File: config.mk
export PLATFORM = sky130hd
export DESIGN_NAME = poly_pointwise_montgomery
export DESIGN_NICKNAME = d
export VERILOG_FILES = /design/src/rtl/poly_pointwise_montgomery_pkg.sv /design/src/rtl/poly_pointwise_montgomery.sv
export SDC_FILE = /design/constraint.sdc
export NUM_CORES = 2
export LEC_CHECK = 0
export CELL_PAD_IN_SITES_DETAIL_PLACEMENT = 1
export CELL_PAD_IN_SITES_GLOBAL_PLACEMENT = 1
export CORE_MARGIN = 2
export CORE_UTILIZATION = 50
export DETAILED_ROUTE_END_ITERATION = 7
export HOLD_SLACK_MARGIN = 0.12
export MAX_ROUTING_LAYER = met4
export PLACE_DENSITY_LB_ADDON = 0.1
export SLEW_MARGIN = 0
export SYNTH_ARGS = -nofsm -noshare
export SYNTH_HDL_FRONTEND = slang
export SYNTH_SLANG_ARGS = --single-unit
File: constraint.sdc
create_clock -name clock -period 2.7 [get_ports clock]
set_input_delay 0.54 -clock clock [delete_from_list [all_inputs] [get_ports clock]]
set_output_delay 0.54 -clock clock [all_outputs]
set_load 0.02 [all_outputs]
File: src/rtl/poly_pointwise_montgomery_pkg.sv
// Package: poly_pointwise_montgomery_pkg
// Shared constants and FSM encoding for the pointwise Montgomery multiplier.
//   N       coefficients per polynomial
//   ADDR_W  RAM address width (2^ADDR_W >= N)
//   COEF_W  signed coefficient width
//   PROD_W  signed product width handed to the reducer
//   Q/QINV  Dilithium modulus and its inverse mod 2^32 (used by the reducer)
package poly_pointwise_montgomery_pkg;

    localparam int N      = 256;
    localparam int ADDR_W = 8;
    localparam int COEF_W = 32;
    localparam int PROD_W = 2 * COEF_W;

    localparam logic signed [COEF_W-1:0] Q    = 32'sd8380417;
    localparam logic signed [COEF_W-1:0] QINV = 32'sd58728449;

    typedef enum logic [2:0] {
        S_IDLE  = 3'd0,
        S_READ  = 3'd1,
        S_MUL   = 3'd2,
        S_ISSUE = 3'd3,
        S_WAIT  = 3'd4,
        S_WRITE = 3'd5,
        S_DONE  = 3'd6
    } state_t;

endpackage

File: src/rtl/poly_pointwise_montgomery.sv
// Module: poly_pointwise_montgomery
// Walks N coefficient pairs from RAMs A and B, forms the signed 64-bit product
// a[i]*b[i], hands it to an external Montgomery reducer over an RTR/RTS
// handshake and writes the reduced result to RAM C.
// Ports:
//   clock, reset        rising-edge clock, asynchronous active-low reset
//   start, busy, done   pass control (start pulse, busy level, done pulse)
//   a_addr/a_rdata      RAM A read port (synchronous read, 1-cycle latency)
//   b_addr/b_rdata      RAM B read port (same timing as A)
//   c_addr/c_wdata/c_we RAM C write port
//   red_a/red_rtr       product and one-cycle request to the reducer
//   red_rts/red_t       reducer result valid and signed result
module poly_pointwise_montgomery
    import poly_pointwise_montgomery_pkg::*;
(
    input  logic                     clock,
    input  logic                     reset,
    input  logic                     start,
    output logic                     busy,
    output logic                     done,
    output logic [ADDR_W-1:0]        a_addr,
    input  logic signed [COEF_W-1:0] a_rdata,
    output logic [ADDR_W-1:0]        b_addr,
    input  logic signed [COEF_W-1:0] b_rdata,
    output logic [ADDR_W-1:0]        c_addr,
    output logic signed [COEF_W-1:0] c_wdata,
    output logic                     c_we,
    output logic signed [PROD_W-1:0] red_a,
    output logic                     red_rtr,
    input  logic                     red_rts,
    input  logic signed [COEF_W-1:0] red_t
);

    localparam logic [ADDR_W-1:0] LAST_IDX = ADDR_W'(N - 1);

    state_t                     state;
    logic [ADDR_W-1:0]          idx;
    logic signed [PROD_W-1:0]   prod;
    logic signed [PROD_W-1:0]   a_ext;
    logic signed [PROD_W-1:0]   b_ext;

    // Sign-extend before multiplying so the full 64-bit product is kept.
    assign a_ext = a_rdata;
    assign b_ext = b_rdata;

    // The product register only changes in MUL, so the reducer sees a stable
    // operand from ISSUE through the cycle its result is captured.
    assign red_a = prod;

    // NOTE: non-blocking assignments throughout, so every branch below reads
    // the pre-edge value of state, idx and the other registers.
    always_ff @(posedge clock or negedge reset) begin
        if (!reset) begin
            state   <= S_IDLE;
            idx     <= '0;
            prod    <= '0;
            busy    <= 1'b0;
            done    <= 1'b0;
            a_addr  <= '0;
            b_addr  <= '0;
            c_addr  <= '0;
            c_wdata <= '0;
            c_we    <= 1'b0;
            red_rtr <= 1'b0;
        end else begin
            // Single-cycle strobes fall back to zero unless a state raises them.
            done    <= 1'b0;
            c_we    <= 1'b0;
            red_rtr <= 1'b0;

            case (state)
                S_IDLE: begin
                    if (start) begin
                        idx    <= '0;
                        a_addr <= '0;
                        b_addr <= '0;
                        busy   <= 1'b1;
                        state  <= S_READ;
                    end
                end

                // Address is already on the RAM ports; the RAMs sample it at
                // the end of this cycle.
                S_READ: state <= S_MUL;

                // Read data is valid here. A stale RTS from the previous
                // coefficient holds us in MUL: the reducer only drops RTS while
                // RTR is low, so a request now would be lost.
                S_MUL: begin
                    prod <= a_ext * b_ext;
                    if (!red_rts) begin
                        red_rtr <= 1'b1;
                        state   <= S_ISSUE;
                    end
                end

                S_ISSUE: state <= S_WAIT;

                S_WAIT: begin
                    if (red_rts) begin
                        c_wdata <= red_t;
                        c_addr  <= idx;
                        c_we    <= 1'b1;
                        state   <= S_WRITE;
                    end
                end

                S_WRITE: begin
                    if (idx == LAST_IDX) begin
                        state <= S_DONE;
                    end else begin
                        idx    <= idx + 1'b1;
                        a_addr <= idx + 1'b1;
                        b_addr <= idx + 1'b1;
                        state  <= S_READ;
                    end
                end

                S_DONE: begin
                    done  <= 1'b1;
                    busy  <= 1'b0;
                    state <= S_IDLE;
                end

                default: state <= S_IDLE;
            endcase
        end
    end

endmodule

==> results of run 1 <==
-- Yosys cell counts (11+ instances only) --
| cell type | n |
|---|---|
| mux2_2 | 40 |
| a21o_1 | 33 |
| xnor2_1 | 41 |
| and2_1 | 510 |
| dfrtp_1 | 119 |
| nand4_1 | 12 |
| a31oi_1 | 12 |
| nand3_1 | 19 |
| fa_1 | 1082 |
| ha_1 | 185 |
| a21oi_1 | 61 |
| nor3_1 | 11 |
| inv_1 | 974 |
| nor2_1 | 54 |
| xor2_1 | 30 |
| o21ai_0 | 87 |
| nand2_1 | 617 |
| clkbuf_1 | 211 |
-- logic make-up after synthesis --
group	count (synthesis)	synth area share
and+or+nand+nor	1276	0.155
adders and majority gates	1267	0.589
buffers and inverters	1204	0.114
AOI/OAI and AO/OA	270	0.0419
DFF	119	0.0732
xor gates and xnor gates	71	0.0153
muxes	42	0.0116
-- stage by stage --
| stage | area, µm² | std cells |
|---|---|---|
| floorplan | 42400 | 4249 |
| global placement | 49100 | 5833 |
| detailed placement | 49100 | 5833 |
| CTS | 53300 | 6046 |
-- repair_timing --
item | 4_1_cts
setup buffers | 158
setup endpoints to repair | 61
resized for setup | 659
cloned | 27
hold buffers | 1
endpoints found under the hold margin | 27
pin swaps | 320
-- routing by layer --
| layer | global-route usage | GRT overflow |
|---|---|---|
| met3 | 0.451 | 0 |
| met5 | - | - |
| met1 | 0.629 | 0 |
| met2 | 0.887 | 16 |
| met4 | 0.716 | 24 |
==> summary.md, run 1 <==
| Metric | Value |
|---|---|
| Area leader, netlist | `fa_1` |
| Post-synth cell types | `72` |
| Placer Congestion | `0.912` |
| Synthesized Nets | `5616` |
| Ports | `224` |
| Failing step | `5_1_grt` |
| Cts bufs inserted | `17` |
| Number of clock sinks | `119` |
| Pre-CTS setup slack | `-5.96 ns` |
| Largest cells by area after synthesis | `fa_1 (53%), inv_1 (9.0%), and2_1 (7.8%)` |
| Worst EP kind | `register input` |
| Root buf cell | `clkbuf_16` |
| IO buf count | `223` |
| Error msg | `[ERROR GRT-0232] Routing congestion too high. Check the congestion heatmap in the GUI.` |
| # H-tree levels | `4` |
| Die H | `289 µm` |
| HPWL after DPL | `116000 µm` |
| Area share of the largest cell type after synthesis | `0.532` |
| GRT Residual Overflow | `40` |
| Syn_area_per_cell | `between 9 and 10 µm²` |
| GRT Util Overall | `0.678` |
| Post-synth top flop | `dfrtp_1` |
| Post-synth EDFFs | `0` |
| Die X | `just under 300 µm` |
| Outcome | `did not finish` |
| Sequential fraction of the synthesis area | `0.0732` |
| Ys Warns | `0` |
| Syn Std Cell Area | `between 0.04 and 0.05 mm²` |
| Largest net degree at the start of global routing | `97` |
| Seq cells post-synth | `around 120` |
| Post-GRT worst EP | `red_a[60]$_DFFE_PN0P_/D` |
| Synth Instances | `4249` |
| Starting Density | `0.505` |
| Async set-reset flop share out of synthesis | `1.00` |
| Initial antenna violation count | `26` |
| Maximum clock path buffer count | `2` |
| Rows | `roughly 100` |
==> inputs of run 2 (changes only) <==
CELL_PAD_IN_SITES_DETAIL_PLACEMENT = unset   (was 1)
CELL_PAD_IN_SITES_GLOBAL_PLACEMENT = unset   (was 1)
CORE_UTILIZATION = 40   (was 50)
HOLD_SLACK_MARGIN = unset   (was 0.12)
MAX_ROUTING_LAYER = unset   (was met4)
PLACE_DENSITY_LB_ADDON = 0.15   (was 0.1)
==> run 2 against run 1 <==
Against the previous run:
- the flow now finishes, with violations (setup timing)
- synthesized cell count is the same
- synthesized area unchanged
==> summary.md, run 2 <==
| Metric | Value |
|---|---|
| Area leader, netlist | `fa_1` |
| Commonest non-fill, non-tap cells in the layout | `fa_1 (967), inv_1 (901), nand2_1 (569)` |
| Area delta synth->final | `34.7%` |
| Post-synth cell types | `72 (unchanged)` |
| Critical Path Most Common Cell | `fa_1` |
| Largest register FFs | `64` |
| Placer Congestion | `0.845 (-7.3%)` |
| Post-Synth Adder-Cell Area | `0.589 (unchanged)` |
| Largest family of logic cells by synthesized area | `adder cells` |
| Area share of the largest cell type after synthesis | `0.532 (unchanged)` |
| Total Wirelength | `128000 µm` |
| Drt pass-1 iters | `5` |
| Unrepaired setup endpoints after global routing | `true` |
| Compound-Gate Fraction of Synth Area | `0.0419 (unchanged)` |
| Post-route minimum period | `7.62 ns` |
| DRC | `0` |
| Async set-reset flop share out of synthesis | `1.00 (unchanged)` |
| Share of cells above drive strength 1 | `0.279` |
| Largest cells by area after synthesis | `fa_1 (53%), inv_1 (9.0%), and2_1 (7.8%)` |
| Vias in the first global route | `34400` |
| Critical Path Fanout Max | `8` |
| Clk Latency, worst-skew pair | `about 0.43 ns` |
| Initial antenna violation count | `8` |
| Die area | `0.104 mm²` |
| Rows | `116 (+12%)` |
| Die X | `323 µm (+12%)` |
| Highest-delay cell along the critical path | `fa_2` |
| Final ANT Viol Nets | `0` |
| Starting Density | `0.405 (-0.100)` |
| GRT Residual Overflow | `0` |
| Max frequency | `0.131 GHz` |
| Starting DRT DRC Count | `1367` |
| Synthesized Nets | `5616 (unchanged)` |
| Max-capacitance violation count | `0` |
| Outcome | `finished with violations` |
| Mux share of post-synthesis cell area | `0.0116 (unchanged)` |
| Post-synth EDFFs | `0 (unchanged)` |
| Tightest Hold Check Type | `input pin to asynchronous set/reset pin` |
| GRT Util Overall | `0.255` |
| Die H | `323 µm (+12%)` |
| Syn_area_per_cell | `9.57 µm² (unchanged)` |
| Commonest non-fill, non-tap cell in the layout | `fa_1` |
| Clk_skew | `0.00538 ns` |
| Root buf cell | `clkbuf_16` |
| Slew headroom | `0.608` |
| Final count of pins violating max slew | `0` |
| Vias/cell | `4.90` |
| Most frequent cell after synthesis | `fa_1` |
| Largest stage delay, worst path | `roughly 0.64 ns` |
| Hold buffers post-CTS | `0 (-1)` |
| Syn Std Cell Area | `0.0407 mm² (unchanged)` |
| Simple-Gate Fraction of Synth Area | `0.155 (unchanged)` |
| First-pass GRT wire length | `201000 µm` |
| Largest net degree at the start of global routing | `74` |
| Failing checks | `setup timing` |
| Cts bufs inserted | `17 (unchanged)` |
| Via count | `roughly 31000` |
| IO buf count | `223 (unchanged)` |
| Synth Instances | `4249 (unchanged)` |
| CTS clk-pin slew, worst paths | `roughly 0.05 ns` |
| Final WS setup | `-4.92 ns` |
| Critical path class | `input pin to register` |
| Final period util | `2.82` |
| Final Hold Fails | `0` |
| Nets | `6349` |
| Crit end category | `register` |
| Ys Warns | `0 (unchanged)` |
| Commonest cells post-synth | `fa_1 (1082), inv_1 (974), nand2_1 (617)` |
| # H-tree levels | `4 (unchanged)` |
| Routed length per instance | `20.2 µm` |
| Final setup vio count | `61` |
| Pre-CTS setup slack | `-5.81 ns (+0.153 ns)` |
| CP startpoint kind | `input pin` |
| HPWL after DPL | `99600 µm (-14%)` |
| Seq cells post-synth | `119 (unchanged)` |
| Slew @ Worst Pin | `between 0.5 and 0.6 ns` |
| Maximum clock path buffer count | `2 (unchanged)` |
| XOR/XNOR Fraction of Synth Area | `0.0153 (unchanged)` |
| Worst Path Required | `3.00 ns` |
| Core box area | `0.100 mm²` |
| Ports | `224 (unchanged)` |
| Number of clock sinks | `119 (unchanged)` |
| Post-synth top flop | `dfrtp_1` |
| Sequential fraction of the synthesis area | `0.0732 (unchanged)` |
| CTS tree | `done` |
| Worst path arrival time | `7.92 ns` |
run 2: worst paths after layout:
kind	startpoint	endpoint	slack (ns)	cells after the start
worst max-delay path	a_rdata[31]	red_a[60]$_DFFE_PN0P_	-4.92	29
worst min-delay path	reset	red_a[56]$_DFFE_PN0P_	0.11	1
worst max register to register	idx[0]$_DFFE_PN0P_	idx[6]$_DFFE_PN0P_	0.66	9
worst min register to register	red_a[0]$_DFFE_PN0P_	red_a[0]$_DFFE_PN0P_	0.47	2
max in group asynchronous	reset	red_a[21]$_DFFE_PN0P_	1.83	2
min in group clock	red_a[0]$_DFFE_PN0P_	red_a[0]$_DFFE_PN0P_	0.47	2
run 2: repair_timing:
item / CTS / global route
setup endpoints to repair: 61 / 61
buffers inserted: 139 / 59
gates resized for setup: 711 / 218
pin swaps: 358 / 196
cloned: 33 / 2
run 2: cells by family (layout without fill, tap and decap cells):
logic type | Yosys count | count (layout)
compound gates | 270 | 270
xor+xnor | 71 | 71
fa+ha+maj | 1267 | 1267
buf+inv | 1204 | 1948
flops | 119 | 119
mux | 42 | 42
other cells | 0 | 2
simple gates | 1276 | 1276
run 2: layer usage:
layer / routed length, µm / GRT usage / share of wire
met3: 5290 / 0.0277 / 0.041
met2: 68100 / 0.464 / 0.53
met1: 50300 / 0.318 / 0.39
met4: 4490 / 0.0719 / 0.035
met5: 28 / 0 / 0.00022
run 2: worst max-delay path, delay by kind of cell:
family          cells  cell delay (ns)
compound gates      6             1.51
xor+xnor            1             0.16
fa+ha+maj           9             4.40
buf+inv            10             0.98
simple gates        3             0.33
run 2: final cells by class:
class                      instances  area, µm²
antenna                            2       5.00
inverter                         975       3670
timing repair buffer             943      10200
fill                            9010      45600
clock inverter                    10        153
tap                             1357       1700
multi-input combinational       2926      35600
clock buffer                      20        457
sequential                       119       2980
run 2: metrics by stage:
stage                     instance area [µm²]  utilization  TNS, ns  cells  hold slack, ns
after global routing                    54800        0.546  -250.37   6351           0.142
after detailed placement                49500        0.492  -293.21   6102           0.456
after CTS                               53800        0.536  -233.96   6302           0.127
after floorplan                         42400            -  -211.87   4249           0.244
after global placement                  49500        0.492  -291.95   6102           0.454
final                                   54800        0.546  -240.29   6352           0.105
Power of run 2 is left out: the tool's default activity adds up to more than one toggle a clock period on the data nets, which glitch-free logic cannot reach.
